===== src/rtl/bank_wr_ctrl_pkg.sv =====
// Shared constants and types for the cache-way bank write controller.
package bank_wr_ctrl_pkg;

    localparam int BANK_NUM     = 4;   // banks per line, also beats per refill
    localparam int RAM_NUM      = 4;   // byte RAMs per bank
    localparam int DATA_WIDTH   = 32;  // word width
    localparam int CACHE_RAM_AW = 10;  // bank address width
    localparam int STARVE_LIM   = 8;   // lost arbitrations before refill is forced through

    typedef enum logic {
        IDLE   = 1'b0,
        REFILL = 1'b1
    } state_t;

    // Bits needed to count from 0 up to and including lim.
    function automatic int cnt_width(input int lim);
        return (lim < 1) ? 1 : $clog2(lim + 1);
    endfunction

endpackage


===== src/rtl/bank_wr_arb.sv =====
// IDLE-state arbitration between store hits and line refills.
// Stores normally win; a refill that has lost STARVE_LIM times in a row takes priority.
module bank_wr_arb
    import bank_wr_ctrl_pkg::*;
#(
    parameter int STARVE_LIM = bank_wr_ctrl_pkg::STARVE_LIM
) (
    input  logic clk,
    input  logic rst_n,
    input  logic is_idle,
    input  logic refill_req,
    input  logic st_req,
    output logic st_gnt,
    output logic refill_gnt
);

    localparam int SW = cnt_width(STARVE_LIM);

    logic [SW-1:0] starve_cnt_reg;
    logic          starved;

    assign starved    = (starve_cnt_reg == SW'(STARVE_LIM));
    assign refill_gnt = is_idle & refill_req & (~st_req | starved);
    assign st_gnt     = is_idle & st_req & ~refill_gnt;

    // Count consecutive IDLE cycles where a pending refill lost to a store; saturate at the limit.
    always_ff @(posedge clk or negedge rst_n) begin
        if (!rst_n) begin
            starve_cnt_reg <= '0;
        end else if (refill_gnt) begin
            starve_cnt_reg <= '0;
        end else if (is_idle && refill_req && !starved) begin
            starve_cnt_reg <= starve_cnt_reg + 1'b1;
        end
    end

endmodule


===== src/rtl/bank_wr_ctrl.sv =====
// Write-port controller for one cache way's data banks.
// Refill bursts write one bank per accepted beat; store hits write selected bytes of one bank.
// All RAM-facing outputs are registered, so a write lands one cycle after its handshake.
module bank_wr_ctrl
    import bank_wr_ctrl_pkg::*;
#(
    parameter int BANK_NUM   = bank_wr_ctrl_pkg::BANK_NUM,
    parameter int RAM_NUM    = bank_wr_ctrl_pkg::RAM_NUM,
    parameter int DATA_WIDTH = bank_wr_ctrl_pkg::DATA_WIDTH,
    parameter int AW         = bank_wr_ctrl_pkg::CACHE_RAM_AW,
    parameter int STARVE_LIM = bank_wr_ctrl_pkg::STARVE_LIM
) (
    input  logic                          clk,
    input  logic                          rst_n,
    input  logic                          refill_req_i,
    input  logic [AW-1:0]                 refill_addr_i,
    input  logic                          refill_valid_i,
    input  logic [DATA_WIDTH-1:0]         refill_data_i,
    output logic                          refill_ready_o,
    output logic                          refill_done_o,
    input  logic                          st_req_i,
    input  logic [AW-1:0]                 st_addr_i,
    input  logic [$clog2(BANK_NUM)-1:0]   st_bank_i,
    input  logic [RAM_NUM-1:0]            st_strb_i,
    input  logic [DATA_WIDTH-1:0]         st_data_i,
    output logic                          st_gnt_o,
    output logic [BANK_NUM*RAM_NUM-1:0]   bank_wr_en_o,
    output logic [AW-1:0]                 bank_wr_addr_o,
    output logic [DATA_WIDTH-1:0]         bank_wr_data_o
);

    localparam int BW = $clog2(BANK_NUM);

    state_t                        state_reg;
    logic [BW-1:0]                 beat_cnt_reg;
    logic [AW-1:0]                 line_addr_reg;
    logic                          refill_gnt;
    logic [BANK_NUM*RAM_NUM-1:0]   store_mask;
    logic [BANK_NUM*RAM_NUM-1:0]   refill_mask;
    logic                          last_beat;

    bank_wr_arb #(
        .STARVE_LIM (STARVE_LIM)
    ) u_arb (
        .clk        (clk),
        .rst_n      (rst_n),
        .is_idle    (state_reg == IDLE),
        .refill_req (refill_req_i),
        .st_req     (st_req_i),
        .st_gnt     (st_gnt_o),
        .refill_gnt (refill_gnt)
    );

    // Per-bank enable slices: the store puts its strobes on the addressed bank,
    // a refill beat enables every byte of the bank selected by the beat counter.
    for (genvar gi = 0; gi < BANK_NUM; gi++) begin : g_bank_mask
        assign store_mask[gi*RAM_NUM +: RAM_NUM]  = (st_bank_i == BW'(gi)) ? st_strb_i : '0;
        assign refill_mask[gi*RAM_NUM +: RAM_NUM] = {RAM_NUM{beat_cnt_reg == BW'(gi)}};
    end

    assign last_beat      = (beat_cnt_reg == BW'(BANK_NUM - 1));
    assign refill_ready_o = (state_reg == REFILL);

    // Control FSM with registered write port; address/data hold on cycles without a write.
    always_ff @(posedge clk or negedge rst_n) begin
        if (!rst_n) begin
            state_reg      <= IDLE;
            beat_cnt_reg   <= '0;
            line_addr_reg  <= '0;
            bank_wr_en_o   <= '0;
            bank_wr_addr_o <= '0;
            bank_wr_data_o <= '0;
            refill_done_o  <= 1'b0;
        end else begin
            bank_wr_en_o  <= '0;
            refill_done_o <= 1'b0;
            case (state_reg)
                IDLE: begin
                    if (st_gnt_o) begin
                        bank_wr_en_o   <= store_mask;
                        bank_wr_addr_o <= st_addr_i;
                        bank_wr_data_o <= st_data_i;
                    end
                    if (refill_gnt) begin
                        line_addr_reg <= refill_addr_i;
                        beat_cnt_reg  <= '0;
                        state_reg     <= REFILL;
                    end
                end
                REFILL: begin
                    if (refill_valid_i) begin
                        bank_wr_en_o   <= refill_mask;
                        bank_wr_addr_o <= line_addr_reg;
                        bank_wr_data_o <= refill_data_i;
                        beat_cnt_reg   <= beat_cnt_reg + 1'b1;
                        if (last_beat) begin
                            state_reg     <= IDLE;
                            refill_done_o <= 1'b1;
                        end
                    end
                end
            endcase
        end
    end

    // The refill unit must keep its request up for the whole burst.
    refill_req_held: assert property (@(posedge clk) disable iff (!rst_n)
        (state_reg == REFILL) |-> refill_req_i);

endmodule


===== config.mk =====
export PLATFORM = sky130hd
export DESIGN_NAME = bank_wr_ctrl
export DESIGN_NICKNAME = d
export VERILOG_FILES = /design/src/rtl/bank_wr_ctrl_pkg.sv /design/src/rtl/bank_wr_arb.sv /design/src/rtl/bank_wr_ctrl.sv
export SDC_FILE = /design/constraint.sdc
export NUM_CORES = 1
export LEC_CHECK = 0
export BUFFER_PORTS_ARGS = -buffer_cell sky130_fd_sc_hd__clkbuf_2
export CELL_PAD_IN_SITES_DETAIL_PLACEMENT = 1
export CELL_PAD_IN_SITES_GLOBAL_PLACEMENT = 1
export CORE_UTILIZATION = 40
export CTS_CLUSTER_SIZE = 12
export DETAILED_ROUTE_END_ITERATION = 10
export HOLD_SLACK_MARGIN = 0.06
export PLACE_DENSITY = 0.91
export SETUP_SLACK_MARGIN = 0.2
export SYNTH_ARGS = -nofsm -noshare
export SYNTH_HDL_FRONTEND = slang
export SYNTH_HIERARCHICAL = 1
export SYNTH_SLANG_ARGS = --single-unit
export TNS_END_PERCENT = 10

===== constraint.sdc =====
create_clock -name clk -period 3.69 [get_ports clk]
set_input_delay 0.369 -clock clk [delete_from_list [all_inputs] [get_ports clk]]
set_output_delay 0.369 -clock clk [all_outputs]
set_load 0.01 [all_outputs]

Word level (Yosys, flattened, before mapping)
Cells that the tools add are included.
- ROM bits: 0
- logic and storage cells: 62
- flip-flop bits (word level): 76
- latch bits: 0
- memories: 0
- input bits: 95
- output and inout port bits: 61
- bits in writable memories: 0
- equality and inequality tests: 10
- bitwise gates (word level): 8
- mux-type cells: 25
- $mul: 0
- div/mod/pow operators: 0
- reduce and logical (&&, ||, !) cells: 9
- order comparisons: 0
- shift operators: 0
- add/sub/neg operators: 2
- operators by type and width (kind ; count):
    32-bit two-way mux ; 2
    32-bit one-hot mux with 2 select lines ; 1
    16-bit two-way mux ; 2
    16-bit one-hot mux with 2 select lines ; 1
    4-bit two-way mux ; 6
    10-bit two-way mux ; 2
    10-bit one-hot mux with 2 select lines ; 1
    2-bit equality test, second input constant ; 4
    1-bit two-way mux ; 6
    2-bit inequality test, second input constant ; 3
    2-bit AND reduction ; 3
    4-bit by 1-bit adder with 4-bit output, second input constant ; 1
    1-bit bitwise AND ; 4
    2-bit by 1-bit equality test with 1-bit output, second input constant ; 2
    4-bit equality test, second input constant ; 1
    2-bit logical NOT ; 2
    2-bit two-way mux ; 2
    2-bit one-hot mux with 2 select lines ; 1
    1-bit NOT ; 3
    2-bit by 1-bit adder with 2-bit output, second input constant ; 1
    1-bit logical AND ; 2
    1-bit one-hot mux with 2 select lines ; 1
    2-bit nonzero test ; 1
    1-bit logical NOT ; 1
    1-bit OR ; 1

Logic depth before layout (Yosys ltp)
Gate-level depths: netlist of the first run.
- depth after elaboration: 7
- depth in mapped cells: 8
- gate-level depth less buffers: 7

By module
The synthesis of the first run kept the hierarchy.
- modules (own cells, without submodules) (module ; seq. area each (um^2) ; area each (um^2) ; times used ; cells each):
    bank_wr_ctrl ; 1801.7 ; 3449.6 ; 1 ; 227
    bank_wr_arb ; 100.1 ; 251.5 ; 1 ; 30

Worst setup path after synthesis of the first run
Ideal clock, no wire load.
- path type: register to register
- from: register state_reg (netlist: refill_ready_o)
- to: register bank_wr_addr_o[0]
- data required time: 3565 ps
- path slack: 1491 ps
- library setup time: 125 ps
- stages on the path, launching flop included: 9
- data arrival time: 2073 ps
- clock period less this slack: 2199 ps
- buffers on the path: 3
- cell sequence: dfrtp_1 > buf_6 > buf_6 > inv_1 > nand2_1 > a21oi_1 > mux2_4 > buf_6 > mux2_4
- cells in the longest elaborated chain, start to end: 7
- elaborated cells between the ends (all ways): 10
- those cells by class: eq/ne (2); mux (1); bitwise (6); reduce/logical (1)
- ends and longest elaborated chain (element ; line ; source):
    from (decl) ; bank_wr_ctrl.sv:34 ; state_t state_reg;
    from (signal assigned) ; bank_wr_ctrl.sv:67 ; state_reg <= IDLE;
    from (signal assigned) ; bank_wr_ctrl.sv:87 ; state_reg <= REFILL;
    from (signal assigned) ; bank_wr_ctrl.sv:97 ; state_reg <= IDLE;
    1-bit NOT (no line) * ; n/a ;
    1-bit bitwise AND (2 in series) ; bank_wr_arb.sv:23 ; assign refill_gnt = is_idle & refill_req & (~st_req | starved);
    1-bit NOT ; bank_wr_arb.sv:24 ; assign st_gnt = is_idle & st_req & ~refill_gnt;
    1-bit bitwise AND * ; bank_wr_arb.sv:24 ;
    named net st_gnt_o ; bank_wr_ctrl.sv:26 ; output logic st_gnt_o,
    2-bit inequality test (no line) * ; n/a ;
    2-bit AND reduction (no line) * ; n/a ;
    to (signal assigned) ; bank_wr_ctrl.sv:81 ; bank_wr_addr_o <= st_addr_i;
    to (signal assigned) ; bank_wr_ctrl.sv:93 ; bank_wr_addr_o <= line_addr_reg;
    to (decl) ; bank_wr_ctrl.sv:28 ; output logic [AW-1:0] bank_wr_addr_o,
Mark *: on every way through the listed nets, which the timed path passes. The rest lies on a longest branch.
A chain may end at the register's enable or synchronous reset.

Worst setup path in the final report of the first run
- from: register u_arb.starve_cnt_reg[0]
- to: register bank_wr_data_o[12]
- cells in the longest elaborated chain, start to end: 7
- ends and longest elaborated chain (element ; line ; source):
    from (decl) ; bank_wr_arb.sv:19 ; logic [SW-1:0] starve_cnt_reg;
    from (signal assigned) ; bank_wr_arb.sv:33 ; starve_cnt_reg <= starve_cnt_reg + 1'b1;
    4-bit equality test ; bank_wr_arb.sv:22 ; assign starved = (starve_cnt_reg == SW'(STARVE_LIM));
    1-bit OR ; bank_wr_arb.sv:23 ;
    1-bit bitwise AND ; bank_wr_arb.sv:23 ;
    1-bit NOT ; bank_wr_arb.sv:24 ;
    1-bit bitwise AND ; bank_wr_arb.sv:24 ;
    2-bit inequality test (no line) ; n/a ;
    2-bit AND reduction (no line) ; n/a ;
    to (signal assigned) ; bank_wr_ctrl.sv:82 ; bank_wr_data_o <= st_data_i;
    to (signal assigned) ; bank_wr_ctrl.sv:94 ; bank_wr_data_o <= refill_data_i;
    to (decl) ; bank_wr_ctrl.sv:29 ; output logic [DATA_WIDTH-1:0] bank_wr_data_o
No other way between the ends.

==> metrics.csv, run 1 <==
stage,metric,value,unit
synth,Mapped Area,3700,sq um
clock_network,Num CTS Buffers,9,
layout,area grow syn2layout,27.6,%
drt,Routed WL,9.33,mm
die,std cell rows,34,
global_routing,grt ovf,0,
setup_path,critical path class,reg -> reg,
global_routing,initial antenna violation count,0,
layout,"Design Area, Final",4720,sq um
sta,Post-Route Skew,0.00938,ns
sta,Worst Slack Setup Final,0.926,ns
global_routing,vias in the first global route,2957,
drt,number of remaining DRC errors,10,
sta,"Slew Viols, Final",0,
clock_network,Clock transition at path regs,0.09,ns
synth,Synth Area in Compound Gates,3.85,%
drt,DRT iter0 DRCs,56,
synth,syn_nets,358,
place,Routability Congestion,0.858,
die,Die ar.,9640,sq um
clock_network,postcts setup bufs,0,
min_path,Hold Path Class,in -> async,
synth,"flops & latches, synth",76,
pwr,Power Density,807,nW/um^2
sta,maximum clock frequency,362,MHz
layout,share of post-route cells with drive strength above 1,62.2,%
setup_path,CP Max Fanout,42,
global_routing,first-pass GRT wire length,15.4,mm
clock_network,Clock Tree Buf Depth,2,
clock_network,post-cts sizing count,0,
setup_path,CP arrival,2.99,ns
clock_network,clk root buf,clkbuf_8,
pwr,static leakage,2.45,nW
synth,xor and xnor area share after synthesis,0.237,%
place,IO buf count,155,
setup_path,Worst R2R Start,u_arb/starve_cnt_reg[0]$_DFFE_PN0P_,
synth,simple logic cell fraction of the synthesized area,4.46,%
job,max cap viols,0,
synth,sequential element share of the synthesized area,51.4,%
global_routing,M3 GR Usage,4.72,%
layout,fillers,947,
place,pre-CTS WS,0.963,ns
sta,post-route minimum period,2.76,ns
pwr,maximum VDD drop,383,uV
layout,sequential cell area,1900,sq um
layout,final core utilization,53.4,%
setup_path,CP Capture Type,register,
sta,final setup vio count,0,
sta,Worst slew margin,36.4,%
synth,Syn Area/Cell,14.4,sq um
synth,post-synthesis mux area share,33.3,%
setup_path,R2R setup slack,0.93,ns
synth,Syn Inst Count,257,
drt,WL/cell,17.7,um
synth,YS warnings,6,
sta,RSZ-0062 raised after global routing,false,
setup_path,FF-to-FF path depth,7,
sta,final hold violations,0,
die,die width,98.2,um
layout,Final #Nets,514,
synth,adder-cell share of the synthesized area,2.03,%
drt,first-pass detailed-route iteration total,9,
layout,# diodes,0,
global_routing,Global Route met2 Usage,38.4,%
die,core area,8850,sq um
setup_path,Startpoint Class,register,
global_routing,GRT Util Overall,20.6,%
layout,multi-input logic area,1630,sq um
drt,Via Count,2633,
layout,biggest regs,"bank_wr_data_o x32, bank_wr_en_o x16",
layout,largest reg by FF count,bank_wr_data_o,
clock_network,H-tree Lvls,3,
clock_network,clk_lat worst skew,0.33,ns
global_routing,routing usage on met1,24.3,%
synth,library cells used by synthesis,27,
die,IO Pins,156,
die,initial core utilization,41.8,%
place,DP HPWL,6.91,mm
setup_path,WP data required,3.91,ns
sta,setup TNS,0,ns
global_routing,largest net degree at the start of global routing,77,
sta,Final Cycle Share,74.9,%
drt,routed vias/inst,5.01,
clock_network,CTS tree,yes,
sta,pin slew with the least headroom to its limit,0.954,ns
setup_path,Crit Reg-Reg Endpoint,bank_wr_data_o[12]$_DFFE_PN0P_,
clock_network,clk sinks,76,
sta,Hold WS,0.173,ns
global_routing,global routing's busiest layer,met2,
synth,largest family of logic cells by synthesized area,multiplexers,
clock_network,hold buffers post-CTS,0,
die,Die Ht,98.2,um
layout,max reg flops,32,
place,Placed Area,4500,sq um
outcome,failing checks,design-rule violations,
outcome,status,"complete, but fails checks",
drt,Routed Antenna Nets,0,
## kinds of logic (layout without fill, tap and decap cells)
kind of cell / count (synthesis) / in the layout
buffers and inverters: 24 / 185
muxes: 96 / 96
xor gates and xnor gates: 1 / 1
adders and majority gates: 6 / 6
and+or+nand+nor: 28 / 28
AOI/OAI and AO/OA: 26 / 26
DFF: 76 / 76
## cell usage in the layout (no fill, tap or decap)
cell type and count:
mux2i_1 1, a21oi_1 2, nand2b_1 2, dfrtp_1 75, or3_4 1, o2111ai_1 1
dfrtp_2 1, mux2_1 12, clkbuf_1 1, nand4b_1 1, o21ai_1 12, clkbuf_8 9
inv_6 3, o21ai_0 7, clkinvlp_4 1, bufinv_16 2, mux2_2 42, mux2_4 41
or3b_4 2, clkbuf_2 154, nand3_1 8, nand3b_1 1, buf_4 3, nor2b_1 2
xnor2_1 1, inv_1 12, o21a_1 1, o41ai_1 1, o22ai_1 2, ha_1 6
or4b_1 1, nand2_2 1, nand2_1 9
## worst max path at each step
stage,startpoint,endpoint,depth (start not counted)
2_1_floorplan,refill_ready_o$_DFF_PN0_,bank_wr_addr_o[0]$_DFFE_PN0P_,8
3_3_place_gp,u_arb/starve_cnt_reg[0]$_DFFE_PN0P_,bank_wr_data_o[13]$_DFFE_PN0P_,7
3_5_place_dp,u_arb/starve_cnt_reg[0]$_DFFE_PN0P_,bank_wr_data_o[12]$_DFFE_PN0P_,7
4_1_cts,u_arb/starve_cnt_reg[0]$_DFFE_PN0P_,bank_wr_data_o[13]$_DFFE_PN0P_,7
5_1_grt,u_arb/starve_cnt_reg[0]$_DFFE_PN0P_,bank_wr_data_o[13]$_DFFE_PN0P_,7
6_report,u_arb/starve_cnt_reg[0]$_DFFE_PN0P_,bank_wr_data_o[12]$_DFFE_PN0P_,7
## critical path: stages, from the launching register on
cell and delay (ns):
dfrtp_1 0.42, inv_1 0.08, ha_1 0.22, nand3b_1 0.15, nand2_1 0.11, a21oi_1 0.44, mux2_4 0.78, mux2_2 0.41
## cell usage after synthesis
library cell / number / area [sq um]
dfrtp_1: 76 / 1900
mux2_2: 42 / 473
mux2_4: 41 / 616
inv_1: 12 / 45.0
mux2_1: 12 / 135
o21ai_1: 12 / 60.1
buf_6: 11 / 124
nand2_1: 9 / 33.8
nand3_1: 8 / 40.0
o21ai_0: 7 / 35.0
ha_1: 6 / 75.1
a21oi_1: 2 / 10.0
nand2b_1: 2 / 12.5
nor2b_1: 2 / 12.5
o22ai_1: 2 / 12.5
or3b_4: 2 / 22.5
buf_2: 1 / 5.00
mux2i_1: 1 / 10.0
nand2_2: 1 / 6.26
nand3b_1: 1 / 7.51
nand4b_1: 1 / 8.76
o2111ai_1: 1 / 8.76
o21a_1: 1 / 7.51
o41ai_1: 1 / 8.76
or3_4: 1 / 11.3
or4b_1: 1 / 10.0
xnor2_1: 1 / 8.76
## metal layers
metal / up-vias / share of wire (%)
met5: - / 0
met4: 0 / 0.44
met3: 4 / 4.2
met2: 74 / 56
met1: 1333 / 39
li1: 1222 / -
## area by class of cell
class	count	share of cell area, %
tap	108	2.86
clock buffer	10	2.70
timing repair buffer	157	16.8
multi-input combinational	157	34.4
clock inverter	6	1.99
sequential	76	40.3
inverter	12	0.954
## metrics by stage
stage | total power [mW] | std cells
floorplan | 2.61 | 257
global placement | 3.02 | 510
detailed placement | 3.14 | 510
CTS | 3.87 | 526
global route | 4.06 | 526
finish | 3.81 | 526
## where the power goes
part / internal [mW] / switching, mW
logic: 0.933 / 0.750
registers: 1.19 / 0.220
clock network: 0.389 / 0.327
No activity file was read; power rests on OpenSTA's default activity.
==> inputs of run 2 (changes only) <==
--- a/config.mk
+++ b/config.mk
@@ -8,11 +8,11 @@
 export BUFFER_PORTS_ARGS = -buffer_cell sky130_fd_sc_hd__clkbuf_2
 export CELL_PAD_IN_SITES_DETAIL_PLACEMENT = 1
 export CELL_PAD_IN_SITES_GLOBAL_PLACEMENT = 1
-export CORE_UTILIZATION = 40
+export CORE_UTILIZATION = 34
 export CTS_CLUSTER_SIZE = 12
 export DETAILED_ROUTE_END_ITERATION = 10
 export HOLD_SLACK_MARGIN = 0.06
-export PLACE_DENSITY = 0.91
+export PLACE_DENSITY = 0.83
 export SETUP_SLACK_MARGIN = 0.2
 export SYNTH_ARGS = -nofsm -noshare
 export SYNTH_HDL_FRONTEND = slang
==> constraint.sdc (replaced) <==
create_clock -name clk -period 2.3 [get_ports clk]
set_input_delay 0.23 -clock clk [delete_from_list [all_inputs] [get_ports clk]]
set_output_delay 0.23 -clock clk [all_outputs]
set_load 0.01 [all_outputs]
==> run 2 against run 1 <==
  * Design area rose by 5.3%
  * Die area grew 17%
  * The run now ends clean
  * Count of clock-buffer cells in the layout is 1 higher
  * Setup slack got worse by 0.69 ns
  * Clock power grew 42%
  * Non-clock buffer count rose by 13
  * Register-to-register slack lost 0.69 ns
  * Core utilization is 5.6 points lower
  * Largest power group unchanged
==> metrics.csv, run 2 (synthesis gave the netlist of run 1 again) <==
stage,metric,value,unit,change
pwr,Power Density,1260,nW/um^2,was 807 nW/um^2
drt,routed vias/inst,4.65,,was 5.01
setup_path,crit path launch,u_arb/starve_cnt_reg[0]$_DFFE_PN0P_,,unchanged
clock_network,Clock Tree Buf Depth,2,,unchanged
clock_network,Num CTS Buffers,9,,unchanged
die,Die ar.,11300,sq um,was 9640 sq um
layout,fillers,1153,,was 947
sta,Worst slew margin,56.7,%,was 36.4%
global_routing,largest net degree at the start of global routing,49,,was 77
sta,Worst Slack Setup Final,0.232,ns,was 0.926 ns
global_routing,first-pass GRT wire length,14.9,mm,was 15.4 mm
global_routing,initial antenna violation count,0,,unchanged
drt,Routed WL,9.78,mm,was 9.33 mm
clock_network,H-tree Lvls,3,,unchanged
drt,DRT iter0 DRCs,36,,was 56
drt,Routed Antenna Nets,0,,unchanged
setup_path,CP arrival,2.29,ns,was 2.99 ns
place,IO buf count,155,,unchanged
die,IO Pins,156,,unchanged
setup_path,FF-to-FF path depth,8,,was 7
clock_network,Clock transition at path regs,0.09,ns,about the same
layout,largest reg by FF count,bank_wr_data_o,,unchanged
min_path,hold path startpoint,refill_addr_i[0],,
layout,area grow syn2layout,34.4,%,was 27.6%
pwr,Sw Pwr,2.11,mW,was 1.30 mW
setup_path,CP Capture Type,register,,unchanged
pwr,Reg power frac,36.3,%,was 37.1%
clock_network,CTS tree,yes,,unchanged
layout,# diodes,0,,unchanged
drt,WL/cell,17.2,um,was 17.7 um
sta,setup TNS,0,ns,unchanged
sta,RSZ-0062 raised after global routing,true,,was false
setup_path,critical path class,reg -> reg,,unchanged
sta,final setup vio count,0,,unchanged
drt,Via Count,2638,,was 2633
layout,share of post-route cells with drive strength above 1,64.5,%,was 62.2%
global_routing,GRT Util Overall,17.1,%,was 20.6%
min_path,hold path depth,2,,
layout,Final #Nets,527,,was 514
drt,number of remaining DRC errors,0,,was 10
clock_network,clk sinks,76,,unchanged
place,DP HPWL,7.18,mm,was 6.91 mm
clock_network,clk root buf,clkbuf_8,,unchanged
setup_path,CP Max Fanout,8,,was 42
layout,"commonest non-fill, non-tap cell in the layout",clkbuf_2,,unchanged
global_routing,grt ovf,0,,unchanged
layout,most frequent cells in the layout,"154 x clkbuf_2, 75 x dfrtp_1, 43 x mux2_4",,"was 154 x clkbuf_2, 75 x dfrtp_1, 42 x mux2_2"
place,pre-CTS WS,0.175,ns,was 0.963 ns
die,Die Ht,106,um,was 98.2 um
sta,Post-Route Skew,0.0121,ns,was 0.00938 ns
layout,biggest regs,"bank_wr_data_o x32, bank_wr_en_o x16",,unchanged
layout,max reg flops,32,,unchanged
sta,"Slew Viols, Final",0,,unchanged
place,Routability Congestion,0.779,,was 0.858
die,die width,106,um,was 98.2 um
pwr,Sw Ratio,33.7,%,was 34.0%
setup_path,WP data required,2.53,ns,was 3.91 ns
die,initial core utilization,35.5,%,was 41.8%
pwr,static leakage,2.55,nW,was 2.45 nW
outcome,status,finished clean,,"was complete, but fails checks"
sta,Final Cycle Share,89.9,%,was 74.9%
sta,post-route minimum period,2.07,ns,was 2.76 ns
job,max cap viols,0,,unchanged
layout,"Design Area, Final",4970,sq um,was 4720 sq um
pwr,maximum VDD drop,428,uV,was 383 uV
sta,final hold violations,0,,unchanged
setup_path,Startpoint Class,register,,unchanged
die,core area,10400,sq um,was 8850 sq um
global_routing,vias in the first global route,2940,,was 2957
clock_network,clk_lat worst skew,0.34,ns,was 0.33 ns
sta,pin slew with the least headroom to its limit,0.650,ns,was 0.954 ns
setup_path,Worst R2R Start,u_arb/starve_cnt_reg[0]$_DFFE_PN0P_,,unchanged
drt,first-pass detailed-route iteration total,4,,was 9
pwr,internal power,4.14,mW,was 2.52 mW
die,std cell rows,37,,was 34
sta,maximum clock frequency,484,MHz,was 362 MHz
min_path,Hold Path Class,in -> reg,,was in -> async
pwr,clock share of power,16.4,%,was 18.8%
place,Placed Area,4620,sq um,was 4500 sq um
pwr,Gate power share,47.4,%,was 44.1%
[run 2: cell count changes in the layout (fill, tap and decap cells not counted), sizes merged]
cell         change
clkinv           +2
clkbuf           +4
buf              +9
bufinv           -1
dlygate4sd3      +1
inv              -2
[run 2: final timing paths]
path / to / slack (ns)
max: bank_wr_data_o[31]$_DFFE_PN0P_ / 0.23
min: line_addr_reg[0]$_DFFE_PN0P_ / 0.13
max reg2reg: bank_wr_data_o[31]$_DFFE_PN0P_ / 0.23
min reg2reg: line_addr_reg[5]$_DFFE_PN0P_ / 0.51
max in group asynchronous: bank_wr_en_o[12]$_DFF_PN0_ / 1.26
min in group asynchronous: bank_wr_data_o[31]$_DFFE_PN0P_ / 0.45
[run 2: worst max-delay path, cell delays in order (launching register included)]
cell	delay (ns)
dfrtp_1	0.42
inv_2	0.09
ha_4	0.13
nand3b_1	0.20
nand2_2	0.17
a21oi_2	0.07
mux2_4	0.37
clkbuf_16	0.20
mux2_4	0.29
[run 2: what timing repair did]
action,in CTS,in global routing
hold buffers,1,0
hold endpoints to repair,47,0
gates cloned,0,4
resized for setup,0,10
setup endpoints to repair,21,17
setup buffers,1,2
pin swaps,0,3
[run 2: layer usage]
layer  global-route usage (%)  routed length, um
met1                     19.2               4010
met4                     6.25                157
met2                     32.1               5260
met5                        0                  0
met3                     3.00                347
[run 2: area by class of cell]
class | instances | area (sq um) | area share [%]
Inverter | 12 | 45.0 | 0.906
Tap cell | 136 | 170 | 3.42
Clock inverter | 5 | 60.1 | 1.21
Clock buffer | 11 | 141 | 2.84
Sequential cell | 76 | 1900 | 38.3
Timing Repair Buffer | 170 | 991 | 19.9
Multi-Input combinational cell | 157 | 1660 | 33.4
[run 2: power groups by stage]
stage / Combinational, mW / Clock, mW / Sequential [mW]
5_1_grt: 3.18 / 1.11 / 2.34
3_3_place_gp: 2.68 / 0 / 2.26
4_1_cts: 2.82 / 1.06 / 2.27
2_1_floorplan: 1.75 / 0 / 2.44
6_report: 2.96 / 1.02 / 2.26
3_5_place_dp: 2.80 / 0 / 2.29
[run 2: per-stage QoR]
stage          utilization, %  std cells  hold WS [ns]  power, mW
6_report                 47.7        567         0.127       6.25
3_5_place_dp             44.3        543         0.298       5.09
4_1_cts                  46.4        561         0.113       6.14
5_1_grt                  47.7        567         0.118       6.62
3_3_place_gp             44.3        543         0.291       4.94
2_1_floorplan               -        257       -0.0656       4.19
==> inputs of run 3 (changes only) <==
--- a/config.mk
+++ b/config.mk
@@ -8,11 +8,11 @@
 export BUFFER_PORTS_ARGS = -buffer_cell sky130_fd_sc_hd__clkbuf_2
 export CELL_PAD_IN_SITES_DETAIL_PLACEMENT = 1
 export CELL_PAD_IN_SITES_GLOBAL_PLACEMENT = 1
-export CORE_UTILIZATION = 34
+export CORE_UTILIZATION = 40
 export CTS_CLUSTER_SIZE = 12
 export DETAILED_ROUTE_END_ITERATION = 10
 export HOLD_SLACK_MARGIN = 0.06
-export PLACE_DENSITY = 0.83
+export PLACE_DENSITY = 0.91
 export SETUP_SLACK_MARGIN = 0.2
 export SYNTH_ARGS = -nofsm -noshare
 export SYNTH_HDL_FRONTEND = slang
==> constraint.sdc (replaced) <==
create_clock -name clk -period 2.46 [get_ports clk]
set_input_delay 0.246 -clock clk [delete_from_list [all_inputs] [get_ports clk]]
set_output_delay 0.246 -clock clk [all_outputs]
set_load 0.01 [all_outputs]
==> run 3 against run 2 <==
  * The run now ends with design-rule violations left
  * Clock power down 8%
  * Non-clock buffer count shrank 9
  * Sequential cell count is the same
  * Final cell count is 6.5% lower
  * Routed wire length shrank 7.6%
  * Sequential share of layout area grew 1.9 points
  * Via count increased by 0.11%
  * Setup slack improved by 0.12 ns
  * Register-to-register slack gained 0.12 ns
  * Combinational power fell by 14%
  * Critical path type unchanged
  * Largest cell class unchanged
==> metrics.csv, run 3 (synthesis gave the netlist of run 1 again) <==
stage,metric,value,unit,change
outcome,status,"complete, but fails checks",,was finished clean
outcome,failing checks,design-rule violations,,
layout,most frequent cells in the layout,"154 x clkbuf_2, 75 x dfrtp_1, 42 x mux2_2",,"was 154 x clkbuf_2, 75 x dfrtp_1, 43 x mux2_4"
place,IO buf count,155,,unchanged
layout,max reg flops,32,,unchanged
sta,Final Cycle Share,85.6,%,was 89.9%
place,Routability Congestion,0.715,,was 0.779
layout,Final #Nets,518,,was 527
setup_path,critical path class,reg -> reg,,unchanged
setup_path,Crit Reg-Reg Endpoint,bank_wr_data_o[12]$_DFFE_PN0P_,,was bank_wr_data_o[31]$_DFFE_PN0P_
sta,post-route minimum period,2.11,ns,was 2.07 ns
clock_network,postcts setup bufs,0,,was 1
layout,area grow syn2layout,28.1,%,was 34.4%
setup_path,Worst R2R Start,u_arb/starve_cnt_reg[0]$_DFFE_PN0P_,,unchanged
sta,final setup vio count,0,,unchanged
drt,routed vias/inst,4.98,,was 4.65
die,core area,8850,sq um,was 10400 sq um
layout,fillers,977,,was 1153
drt,WL/cell,17.0,um,was 17.2 um
pwr,maximum VDD drop,593,uV,was 428 uV
drt,met2 WL post-DR,4.80,mm,was 5.26 mm
drt,first-pass detailed-route iteration total,9,,was 4
setup_path,Slowest cell on crit path,dfrtp_1,,unchanged
pwr,internal power,3.73,mW,was 4.14 mW
global_routing,vias in the first global route,2921,,was 2940
sta,"Slew Viols, Final",0,,unchanged
global_routing,GRT Util Overall,19.9,%,was 17.1%
drt,highest metal used,met4,,unchanged
drt,Via Count,2641,,was 2638
sta,maximum clock frequency,475,MHz,was 484 MHz
clock_network,clk sinks,76,,unchanged
die,Die Ht,98.2,um,was 106 um
setup_path,Startpoint Class,register,,unchanged
drt,metal3 WL,334,um,was 347 um
die,die width,98.2,um,was 106 um
setup_path,crit path launch,u_arb/starve_cnt_reg[0]$_DFFE_PN0P_,,unchanged
sta,Post-Route Skew,0.0129,ns,was 0.0121 ns
layout,largest reg by FF count,bank_wr_data_o,,unchanged
setup_path,R2R setup slack,0.35,ns,was 0.23 ns
sta,Hold WS,0.0389,ns,was 0.127 ns
pwr,Reg power frac,37.7,%,was 36.3%
pwr,Gate power share,45.6,%,was 47.4%
sta,Worst slew margin,36.6,%,was 56.7%
layout,"commonest non-fill, non-tap cell in the layout",clkbuf_2,,unchanged
setup_path,WP depth,8,,unchanged
pwr,static leakage,2.47,nW,was 2.55 nW
global_routing,grt ovf,0,,unchanged
global_routing,first-pass GRT wire length,14.9,mm,about the same
setup_path,worst path cell trace,"inv_1, ha_1, nand3b_1, nand2_1, a21oi_1, mux2_4, buf_6, mux2_2",,"was inv_2, ha_4, nand3b_1, nand2_2, a21oi_2, mux2_4, clkbuf_16, mux2_4"
pwr,post-layout power,5.61,mW,was 6.25 mW
layout,biggest regs,"bank_wr_data_o x32, bank_wr_en_o x16",,unchanged
die,initial core utilization,41.8,%,was 35.5%
clock_network,clk_lat worst skew,0.34,ns,about the same
job,max cap viols,0,,unchanged
clock_network,Num CTS Buffers,9,,unchanged
setup_path,Buf/Inv on CP,2,,unchanged
setup_path,WP data required,2.68,ns,was 2.53 ns
pwr,Power Density,1180,nW/um^2,was 1260 nW/um^2
sta,setup TNS,0,ns,unchanged
pwr,Sw Ratio,33.6,%,was 33.7%
drt,M1 WL,3.75,mm,was 4.01 mm
global_routing,largest net degree at the start of global routing,77,,was 49
clock_network,Clock Tree Buf Depth,2,,unchanged
pwr,Sw Pwr,1.88,mW,was 2.11 mW
min_path,Hold Path Class,in -> async,,was in -> reg
die,std cell rows,34,,was 37
pwr,clock share of power,16.7,%,was 16.4%
die,IO Pins,156,,unchanged
layout,sequential cell area,1900,sq um,unchanged
clock_network,clk root buf,clkbuf_8,,unchanged
setup_path,CP arrival,2.33,ns,was 2.29 ns
drt,number of remaining DRC errors,9,,was 0
setup_path,CP Max Fanout,18,,was 8
drt,Routed Antenna Nets,0,,unchanged
clock_network,Clock transition at path regs,0.08,ns,was 0.09 ns
sta,pin slew with the least headroom to its limit,0.952,ns,was 0.650 ns
setup_path,FF-to-FF path depth,8,,unchanged
layout,share of post-route cells with drive strength above 1,62.3,%,was 64.5%
drt,Routed WL,9.04,mm,was 9.78 mm
sta,RSZ-0062 raised after global routing,false,,was true
clock_network,CTS tree,yes,,unchanged
setup_path,"Largest delay share family, worst path",multiplexers,,unchanged
sta,final hold violations,0,,unchanged
layout,# diodes,0,,unchanged
layout,final core utilization,53.6,%,was 47.7%
global_routing,initial antenna violation count,0,,unchanged
layout,multi-input logic area,1630,sq um,was 1660 sq um
clock_network,H-tree Lvls,3,,unchanged
setup_path,CP Capture Type,register,,unchanged
setup_path,slowest cell delay on critical path,0.40,ns,was 0.42 ns
die,Die ar.,9640,sq um,was 11300 sq um
place,DP HPWL,6.88,mm,was 7.18 mm
drt,DRT iter0 DRCs,57,,was 36
[run 3: layout make-up]
cell class	instances	share of cell area, %
repair buffers	161	17.7
clock buffers	12	3.06
multi-input cells	157	34.3
clock inverters	4	1.03
inverters	12	0.950
well taps	108	2.85
flip-flops and latches	76	40.1
[run 3: layer usage]
layer / up-vias / GRT usage (%)
met5: - / 0
met4: 0 / 7.69
met3: 14 / 3.08
met2: 83 / 35.4
met1: 1324 / 24.3
li1: 1220 / -
[run 3: what timing repair did]
item,CTS,global route
hold buffers,0,0
endpoints found under the setup margin,0,18
gates resized for setup,0,1
[run 3: worst register-to-register path, cell delays in order (launching register included)]
cell	delay (ns)
dfrtp_1	0.40
inv_1	0.08
ha_1	0.23
nand3b_1	0.15
nand2_1	0.11
a21oi_1	0.21
mux2_4	0.21
buf_6	0.24
mux2_2	0.36
[run 3: metrics by stage]
| stage | cells | worst slack [ns] | instance area [sq um] |
|---|---|---|---|
| after global routing | 530 | 0.207 | 4740 |
| final | 530 | 0.354 | 4740 |
| after detailed placement | 514 | 0.288 | 4540 |
| after global placement | 514 | 0.445 | 4540 |
| after floorplan | 257 | 0.261 | 3700 |
| after CTS | 530 | 0.272 | 4740 |
[run 3: power groups by stage]
stage | combinational [mW] | clock [mW] | sequential [mW]
after global routing | 2.77 | 1.02 | 2.19
after global placement | 2.48 | 0 | 2.10
after detailed placement | 2.59 | 0 | 2.13
after floorplan | 1.63 | 0 | 2.28
final | 2.56 | 0.934 | 2.12
after CTS | 2.60 | 0.965 | 2.12
[run 3: how the worst max path moves through the flow]
stage / end
5_1_grt: bank_wr_data_o[13]$_DFFE_PN0P_
3_3_place_gp: bank_wr_data_o[13]$_DFFE_PN0P_
4_1_cts: bank_wr_data_o[13]$_DFFE_PN0P_
3_5_place_dp: bank_wr_data_o[13]$_DFFE_PN0P_
2_1_floorplan: bank_wr_addr_o[0]$_DFFE_PN0P_
6_report: bank_wr_data_o[12]$_DFFE_PN0P_
